## src/rtl/or1200_bpred_resolve.sv

```systemverilog
// rtl/or1200_bpred_resolve.sv - branch prediction resolve/redirect unit; optional stats via OR1200_BPRED_STATS_EN
module or1200_bpred_resolve #(
  parameter int dw    = 32,
  parameter int DEPTH = 2
) (
  input  logic          clk,
  input  logic          rst,
  input  logic          id_advance,
  input  logic [2:0]    id_branch_op,
  input  logic [31:0]   id_pc,
  input  logic [dw-1:2] id_branch_addrtarget,
  input  logic          predict_taken,
  input  logic          ex_resolve,
  input  logic          ex_branch_taken,
  input  logic [dw-1:2] ex_branch_addrtarget,
  input  logic          icpu_ack_i,
  output logic          flush_o,
  output logic          redirect_valid_o,
  output logic [31:0]   redirect_adr_o,
  output logic          stall_o,
  output logic [31:0]   branch_cnt_o,
  output logic [31:0]   mispredict_cnt_o
);

  localparam logic [2:0] BRANCHOP_NOP = 3'd0;
  localparam logic [2:0] BRANCHOP_RFE = 3'd6;
  localparam int         TW = dw - 2;
  localparam int         EW = 1 + TW + 32;

  typedef enum logic {ST_IDLE, ST_REDIRECT} state_t;

  // Entry layout: {prediction, predicted target, fall-through pc}
  logic [EW-1:0] e0_q, e0_d, e1_q, e1_d;
  logic [1:0]    count_q, count_d;
  state_t        state_q, state_d;
  logic          flush_q, flush_d;
  logic          rvalid_q, rvalid_d;
  logic [31:0]   radr_q, radr_d;

  logic          pop, push, mispredict, head_pred, push_pred;
  logic [TW-1:0] head_tgt;
  logic [31:0]   head_fall, fix_adr;
  logic [1:0]    cnt_after_pop;
  logic [EW-1:0] new_entry;

  // Resolve decode: head compare, corrected address and push/pop qualification
  always_comb begin
    head_pred     = e0_q[EW-1];
    head_tgt      = e0_q[EW-2 -: TW];
    head_fall     = e0_q[31:0];
    pop           = (state_q == ST_IDLE) && ex_resolve && (count_q != 2'd0);
    mispredict    = pop && ((ex_branch_taken != head_pred) ||
                            (ex_branch_taken && (ex_branch_addrtarget != head_tgt)));
    fix_adr       = ex_branch_taken ? 32'({ex_branch_addrtarget, 2'b00})
                                    : {head_fall[31:2], 2'b00};
    cnt_after_pop = count_q - {1'b0, pop};
    push          = (state_q == ST_IDLE) && id_advance && (id_branch_op != BRANCHOP_NOP) &&
                    (cnt_after_pop != 2'(DEPTH));
    // RFE always redirects, so it is recorded as predicted-taken
    push_pred     = (id_branch_op == BRANCHOP_RFE) ? 1'b1 : predict_taken;
    new_entry     = {push_pred, id_branch_addrtarget, id_pc + 32'd8};
    stall_o       = (state_q == ST_REDIRECT) || ((count_q == 2'(DEPTH)) && !pop);
  end

  // FIFO next state: shift out on pop, then append behind the survivors; mispredict empties it
  always_comb begin
    e0_d    = e0_q;
    e1_d    = e1_q;
    count_d = count_q;
    if (mispredict) begin
      count_d = 2'd0;
    end else begin
      if (pop) e0_d = e1_q;
      if (push) begin
        if (cnt_after_pop == 2'd0) e0_d = new_entry;
        else                       e1_d = new_entry;
      end
      count_d = cnt_after_pop + {1'b0, push};
    end
  end

  // Redirect FSM next state and its registered outputs
  always_comb begin
    state_d  = state_q;
    flush_d  = 1'b0;
    rvalid_d = rvalid_q;
    radr_d   = radr_q;
    case (state_q)
      ST_IDLE: begin
        if (mispredict) begin
          state_d  = ST_REDIRECT;
          flush_d  = 1'b1;
          rvalid_d = 1'b1;
          radr_d   = fix_adr;
        end
      end
      ST_REDIRECT: begin
        if (icpu_ack_i) begin
          state_d  = ST_IDLE;
          rvalid_d = 1'b0;
        end
      end
      default: state_d = ST_IDLE;
    endcase
  end

  // State registers
  always_ff @(posedge clk or negedge rst) begin
    if (!rst) begin
      state_q  <= ST_IDLE;
      flush_q  <= 1'b0;
      rvalid_q <= 1'b0;
      radr_q   <= 32'd0;
      count_q  <= 2'd0;
      e0_q     <= '0;
      e1_q     <= '0;
    end else begin
      state_q  <= state_d;
      flush_q  <= flush_d;
      rvalid_q <= rvalid_d;
      radr_q   <= radr_d;
      count_q  <= count_d;
      e0_q     <= e0_d;
      e1_q     <= e1_d;
    end
  end

  assign flush_o          = flush_q;
  assign redirect_valid_o = rvalid_q;
  assign redirect_adr_o   = radr_q;

`ifdef OR1200_BPRED_STATS_EN
  logic [31:0] branch_cnt_q, branch_cnt_d, mispredict_cnt_q, mispredict_cnt_d;

  // Saturating resolved-branch and mispredict counters
  always_comb begin
    branch_cnt_d     = branch_cnt_q;
    mispredict_cnt_d = mispredict_cnt_q;
    if (pop && (branch_cnt_q != 32'hFFFFFFFF))            branch_cnt_d     = branch_cnt_q + 32'd1;
    if (mispredict && (mispredict_cnt_q != 32'hFFFFFFFF)) mispredict_cnt_d = mispredict_cnt_q + 32'd1;
  end

  // Counter registers
  always_ff @(posedge clk or negedge rst) begin
    if (!rst) begin
      branch_cnt_q     <= 32'd0;
      mispredict_cnt_q <= 32'd0;
    end else begin
      branch_cnt_q     <= branch_cnt_d;
      mispredict_cnt_q <= mispredict_cnt_d;
    end
  end

  assign branch_cnt_o     = branch_cnt_q;
  assign mispredict_cnt_o = mispredict_cnt_q;
`else
  assign branch_cnt_o     = 32'd0;
  assign mispredict_cnt_o = 32'd0;
`endif

endmodule

```

## config.mk

```make
export PLATFORM = sky130hd
export DESIGN_NAME = or1200_bpred_resolve
export DESIGN_NICKNAME = d
export VERILOG_FILES = /design/src/rtl/or1200_bpred_resolve.sv
export SDC_FILE = /design/constraint.sdc
export NUM_CORES = 1
export LEC_CHECK = 0
export ABC_AREA = 1
export BUFFER_PORTS_ARGS = -buffer_cell sky130_fd_sc_hd__buf_2
export CORE_MARGIN = 3
export CORE_UTILIZATION = 40
export CTS_CLUSTER_DIAMETER = 50
export CTS_CLUSTER_SIZE = 8
export DETAILED_ROUTE_END_ITERATION = 8
export PLACE_DENSITY = 0.63
export SYNTH_ARGS = -nofsm -noshare
export SYNTH_HDL_FRONTEND = slang
export SYNTH_SLANG_ARGS = --single-unit
```

## constraint.sdc

```tcl
create_clock -name clk -period 2.35 [get_ports clk]
set_clock_uncertainty 0.15 [all_clocks]
set_input_delay 0.1175 -clock clk [delete_from_list [all_inputs] [get_ports clk]]
set_output_delay 0.1175 -clock clk [all_outputs]
set_load 0.01 [all_outputs]
```

==> flow_summary_export.csv, run 1 <==
group,metric,value,unit
finish,area_growth,25.4,%
timing,tightest_slew,637,ps
synthesis,syn-cell-area,9670,um^2
clocking,clk_pin_slew,70,ps
floorplan,fp.dieW,161,um
placed_design,post-place-cells,1789,
worst_setup_path,slowest_stage,"dfrtp_1",
clocking,cts_tree,"built",
global_route,antenna_found_initial,1,
worst_setup_path,critPathMaxStageDelay,400,ps
detailed_routing,drt_wl_total,29400,um
clocking,clkSinkCount,157,
worst_setup_path,cp_max_fo,23,
global_route,grt_pass1_wl,46400,um
synthesis,synth-edff-count,0,
pwr,ir_drop,648,uV
worst_setup_path,critPathArrivalTime,2410,ps
finish,nets,1686,
clocking,clockBufferDepth,2,
floorplan,die_y,161,um
floorplan,core_area,23600,um^2
synthesis,synth-async-reset-ratio,100,%
placed_design,io_buffer_count,132,
synthesis,synth-seq-cells,157,
worst_setup_path,critPathKind,"reg2reg",
min_path,min_from,"id_pc[15]",
worst_setup_path,cp_common_cell,"o21ai_0",
pwr,p_sw_share,42.3,%
timing,setup_violations,0,
finish,finish.instance_area,12100,um^2
synthesis,ys_warn_count,0,
worst_setup_path,ff2ff_path_depth,10,
timing,hold_ws,14.3,ps
synthesis,synth_top_area_cell,"dfrtp_1",
synthesis,synth_common_cells,"465 x nand2_1, 163 x inv_1, 157 x dfrtp_1",
synthesis,syn_area_per_cell,7.06,um^2
floorplan,placementRows,56,
timing,hold_viol,0,
global_route,overflow,0,
clocking,clock_latency,430,ps
detailed_routing,vias_per_cell,4.85,
synthesis,synth_top_cell_area_share,40.6,%
timing,rsz0062_at_grt,"true",
pwr,internal_power,8200,uW
detailed_routing,drt_iter0_drc,751,
clocking,htree_levels,4,
worst_setup_path,rr_endpoint,"e0_q[16]$_DFFE_PN0N_",
finish,final_cells,1915,
min_path,min_to,"e1_q[15]$_DFFE_PN0P_",
synthesis,yosysSeqAreaShare,40.6,%
global_route,grt_max_degree,82,
pwr,p_leak,0.00647,uW
floorplan,initial_core_util,40.9,%
clocking,numCtsBuffers,17,
timing,final.setup.tns,0,ps
timing,period_minus_slack,2250,ps
global_route,grt_pass1_vias,8790,
floorplan,dieArea,26100,um^2
pwr,p_total,14200,uW
synthesis,yosysMostFrequentCell,"nand2_1",
worst_setup_path,cp_cell_sequence,"nor2_2, nor3_4, ha_4, xnor2_2, nand3_4, clkbuf_16, o21ai_0, inv_1, nand2_1, o21ai_0",
pwr,seq_power_share,33.2,%
worst_setup_path,r2r-start,"count_q[1]$_DFF_PN0_",
synthesis,synthCells,1370,
timing,final_max_slew_viol_count,0,
placed_design,placed_area,10600,um^2
clocking,cts-root-buf,"clkbuf_16",
detailed_routing,route.vias.total,9280,
timing,fin_crit_sh,95.6,%
worst_setup_path,start_kind,"register",
timing,fmax,445,MHz
flow_run,max-cap-violations,0,
detailed_routing,ant_nets,0,
run_status,status,"completed",
worst_setup_path,crit_required,2510,ps
synthesis,synthTopCellsByArea,"dfrtp_1 41%, nand2_1 18%, nand3_1 6.5%",
placed_design,routabilityCongestion,0.912,
global_route,grt_usage,22.2,%
synthesis,synth-main-ff-cell,"dfrtp_1",
pwr,p_per_area,1170,nW/um^2
placed_design,hpwl,20300,um
detailed_routing,first_pass_iters,7,
floorplan,io-pin-count,201,
detailed_routing,post-route-drc-count,0,
min_path,hold-path-cell-count,5,
detailed_routing,wl_per_cell,15.3,um
finish,drive_above_1_share,13.9,%
pwr,switching_power,6000,uW
pwr,pwr-share-clk,19.0,%
pwr,combPwrFrac,47.7,%
worst_setup_path,reg2reg_slack,100,ps
timing,slew-limit-headroom,57.5,%
synthesis,synth.distinct_cells,34,
min_path,hold_class,"in2reg",
worst_setup_path,end_kind,"register",
-- registers in the layout, summed over array words and instances (netlist names) --
| register | cells |
|---|---|
| e0_q | 61 |
| e1_q | 61 |
| redirect_adr_o | 30 |
| count_q | 2 |
| flush_o | 1 |
| redirect_valid_o | 1 |
| state_q | 1 |
-- worst max-delay path: cells and delay by family (launching register included) --
family,cells,cell delay [ps]
AND/OR/NAND/NOR,4,650
flip-flops,1,400
buffers and inverters,2,330
AO/OA/AOI/OAI,2,240
adder cells (fa/ha/maj),1,190
XOR/XNOR,1,150
-- power by group through the flow --
stage | clock, uW | sequential, uW | combinational (uW)
2_1_floorplan | 0 | 4670 | 4820
3_3_place_gp | 0 | 4710 | 6310
6_report | 2700 | 4720 | 6780
4_1_cts | 2740 | 4710 | 6650
5_1_grt | 2830 | 4850 | 7790
3_5_place_dp | 0 | 4740 | 6470
-- cell usage in the layout, fill, tap and decap left out, drive strengths merged, types with 6 or more instances in the layout --
cell type and n:
nor2 58, buf 173, dfrtp 157, nand3b 7, inv 170, clkbuf 22, xnor2 12, nand3 126
nand2 466, nor3 10, o21ai 133, a21oi 19, o211ai 42, mux2i 15, xor2 6, conb 66
dlygate4sd3 89, nand4 7
-- layer usage --
metal,GRT usage [%],up-vias,wire (um)
li1,-,4634,-
met5,0,-,0
met3,3.46,32,1610
met2,36.1,281,13700
met1,30.6,4333,13500
met4,6.92,0,583
-- metrics by stage --
stage / utilization, % / setup slack (ps)
after detailed placement: 44.8 / 170
after floorplan: - / 15.9
after global routing: 51.3 / -16.7
final: 51.3 / 104
after CTS: 51.0 / 137
after global placement: 44.8 / 192
-- area by class of cell --
cell class / instances / area [um^2]
multi-input combinational: 976 / 4510
sequential: 157 / 3930
clock inverter: 12 / 103
timing repair buffer: 264 / 2080
tap: 319 / 399
inverter: 166 / 623
antenna: 1 / 2.50
clock buffer: 20 / 467
fill: 2324 / 11500
-- what timing repair did --
| action | in CTS | in global routing |
|---|---|---|
| resized for setup | 0 | 6 |
| endpoints found under the hold margin | 241 | 0 |
| buffers inserted | 0 | 2 |
| hold buffers | 89 | 0 |
| setup endpoints to repair | 0 | 16 |
-- cells by family (layout without fill, tap and decap cells) --
family / count (synthesis) / count (layout) / synth area share, %
other: 1 / 67 / 0.0388
DFF: 157 / 157 / 40.6
muxes: 15 / 15 / 1.55
AOI/OAI and AO/OA: 195 / 195 / 11.2
and+or+nand+nor: 680 / 680 / 28.9
adders and majority gates: 2 / 2 / 0.259
buffers and inverters: 302 / 462 / 15.7
xor gates and xnor gates: 18 / 18 / 1.63
-- how the worst max path moves through the flow --
stage | startpoint | to | slack [ps] | depth (start not counted)
2_1_floorplan | count_q[1]$_DFF_PN0_ | e0_q[11]$_DFFE_PN0N_ | 20 | 15
3_3_place_gp | count_q[1]$_DFF_PN0_ | e0_q[44]$_DFFE_PN0N_ | 190 | 11
3_5_place_dp | count_q[1]$_DFF_PN0_ | e0_q[56]$_DFFE_PN0N_ | 170 | 11
4_1_cts | count_q[1]$_DFF_PN0_ | e0_q[56]$_DFFE_PN0N_ | 140 | 11
5_1_grt | count_q[1]$_DFF_PN0_ | e0_q[14]$_DFFE_PN0N_ | -20 | 12
6_report | count_q[1]$_DFF_PN0_ | e0_q[16]$_DFFE_PN0N_ | 100 | 10
Power figures use the tool's default switching activity.
==> inputs of run 2 (changes only) <==
--- a/config.mk
+++ b/config.mk
@@ -7,6 +7,7 @@
 export LEC_CHECK = 0
 export ABC_AREA = 1
 export BUFFER_PORTS_ARGS = -buffer_cell sky130_fd_sc_hd__buf_2
+export CORE_ASPECT_RATIO = 0.75
 export CORE_MARGIN = 3
 export CORE_UTILIZATION = 40
 export CTS_CLUSTER_DIAMETER = 50
==> run 2 against run 1 <==
Against the previous run: register-to-register slack hardly changed; clock power increased by 8.9%; combinational power is 1% higher; core utilization rose by 0.51 points; setup slack gained 6.2 ps; critical path depth fell by 2.
==> flow_summary_export.csv, run 2 (synthesis gave the netlist of run 1 again) <==
group,metric,value,unit
worst_setup_path,startpoint,"count_q[1]$_DFF_PN0_",
finish,nets,1677,
timing,fin_crit_sh,95.3,%
placed_design,dpl_worst_slack,-28.3,ps
floorplan,dieArea,26100,um^2
detailed_routing,drt_iter0_drc,747,
finish,finish.instance_area,12100,um^2
worst_setup_path,crit_family,"simple AND/OR/NAND/NOR gates",
finish,final_common_cell,"nand2_1",
pwr,ir_drop,674,uV
worst_setup_path,crit_cells,8,
timing,period_minus_slack,2240,ps
clocking,cts_tree,"built",
floorplan,io-pin-count,201,
detailed_routing,drt_wl_total,29800,um
timing,final_max_slew_viol_count,0,
timing,final.setup.worst_slack,110,ps
global_route,grt_max_degree,88,
clocking,htree_levels,4,
worst_setup_path,start_kind,"register",
worst_setup_path,critPathArrivalTime,2460,ps
clocking,clkSinkCount,157,
worst_setup_path,critPathKind,"reg2reg",
global_route,grt_pass1_wl,45700,um
timing,rsz0062_at_grt,"false",
global_route,antenna_found_initial,0,
pwr,p_per_area,1200,nW/um^2
pwr,p_leak,0.00647,uW
min_path,hold_class,"in2reg",
worst_setup_path,end_kind,"register",
flow_run,max-cap-violations,0,
placed_design,placed_area,10400,um^2
worst_setup_path,rr_endpoint,"e1_q[13]$_DFFE_PN0P_",
worst_setup_path,slowest_stage,"dfrtp_1",
clocking,clock_latency,430,ps
detailed_routing,vias_per_cell,4.95,
worst_setup_path,worstSetupEndpoint,"e1_q[13]$_DFFE_PN0P_",
global_route,grt_usage,22.0,%
worst_setup_path,cp_cell_sequence,"nor2_2, nor3_4, ha_4, inv_1, and2_2, buf_4, nand3_1, nand2_1",
timing,slew-limit-headroom,65.3,%
clocking,clk_pin_slew,60,ps
detailed_routing,wl_per_cell,15.8,um
worst_setup_path,r2r-start,"count_q[1]$_DFF_PN0_",
finish,area_growth,25.3,%
timing,hold_ws,23.6,ps
placed_design,hpwl,19900,um
detailed_routing,route.vias.total,9327,
finish,insertedDiodeCount,0,
worst_setup_path,cp_max_fo,19,
clocking,cts-root-buf,"clkbuf_16",
clocking,clockBufferDepth,2,
worst_setup_path,reg2reg_slack,110,ps
timing,hold_viol,0,
worst_setup_path,ff2ff_path_depth,8,
floorplan,core_area,23400,um^2
worst_setup_path,worst-path-buf-inv,2,
timing,setup_violations,0,
placed_design,io_buffer_count,132,
timing,fmax,446,MHz
floorplan,die_y,141,um
finish,layout_common_cells,"465 x nand2_1, 163 x inv_1, 157 x dfrtp_1",
floorplan,fp.dieW,185,um
floorplan,initial_core_util,41.4,%
detailed_routing,ant_nets,0,
placed_design,routabilityCongestion,0.862,
clocking,numCtsBuffers,17,
detailed_routing,first_pass_iters,6,
global_route,overflow,0,
run_status,status,"completed",
finish,drive_above_1_share,13.3,%
worst_setup_path,crit_required,2570,ps
global_route,grt_pass1_vias,8775,
floorplan,placementRows,48,
timing,tightest_slew,520,ps
worst_setup_path,critPathMaxStageDelay,390,ps
detailed_routing,post-route-drc-count,0,
[run 2: power breakdown]
group	leakage, uW	switching (uW)	internal (uW)
Combinational	0.00421	4140	2720
Sequential	0.00197	723	4000
Clock	0.000300	1150	1790
[run 2: worst min-delay path by stage]
stage                                end      start  cells past startpoint  slack (ps)
floorplan           count_q[0]$_DFF_PN0_        rst                      0        -330
global placement    e1_q[32]$_DFFE_PN0P_        rst                      1         -40
detailed placement  e1_q[32]$_DFFE_PN0P_        rst                      1         -40
CTS                  e1_q[4]$_DFFE_PN0P_   id_pc[4]                      4           2
global route        e1_q[16]$_DFFE_PN0P_  id_pc[16]                      5          40
finish               e1_q[4]$_DFFE_PN0P_   id_pc[4]                      4          20
[run 2: worst register-to-register path: stages (launching register included)]
cell and delay (ps):
dfrtp_1 390, nor2_2 70, nor3_4 290, ha_4 270, inv_1 60, and2_2 370, buf_4 350, nand3_1 140
nand2_1 100
[run 2: repair_timing]
action | 4_1_cts | 5_1_grt
setup endpoints to repair | 35 | 68
hold buffers | 90 | 0
gates cloned | 0 | 4
resized for setup | 1 | 10
pin swaps | 0 | 2
buffers inserted | 0 | 4
hold endpoints to repair | 289 | 0
[run 2: metrics by stage]
step                cells  power, uW  setup TNS (ps)  utilization, %
CTS                  1878      14200               0            51.1
global placement     1756      10900               0            44.6
global route         1886      15800               0            51.8
detailed placement   1756      11100            -195            44.6
finish               1886      14500               0            51.8
floorplan            1435       9490               0               -
[run 2: area by class of cell]
type,count,area (um^2)
Sequential cell,157,3930
Tap cell,300,375
Inverter,166,623
Timing Repair Buffer,255,2040
Clock buffer,23,488
Fill cell,2230,11300
Multi-Input combinational cell,976,4520
Clock inverter,9,133
[run 2: layer usage]
metal  routed length (um)  vias up  global-route usage [%]
met5                    0        -                       0
met4                  328        0                    5.49
met3                 1770       24                    3.69
met2                13100      270                    33.5
met1                14600     4422                    32.8
li1                     -     4611                       -
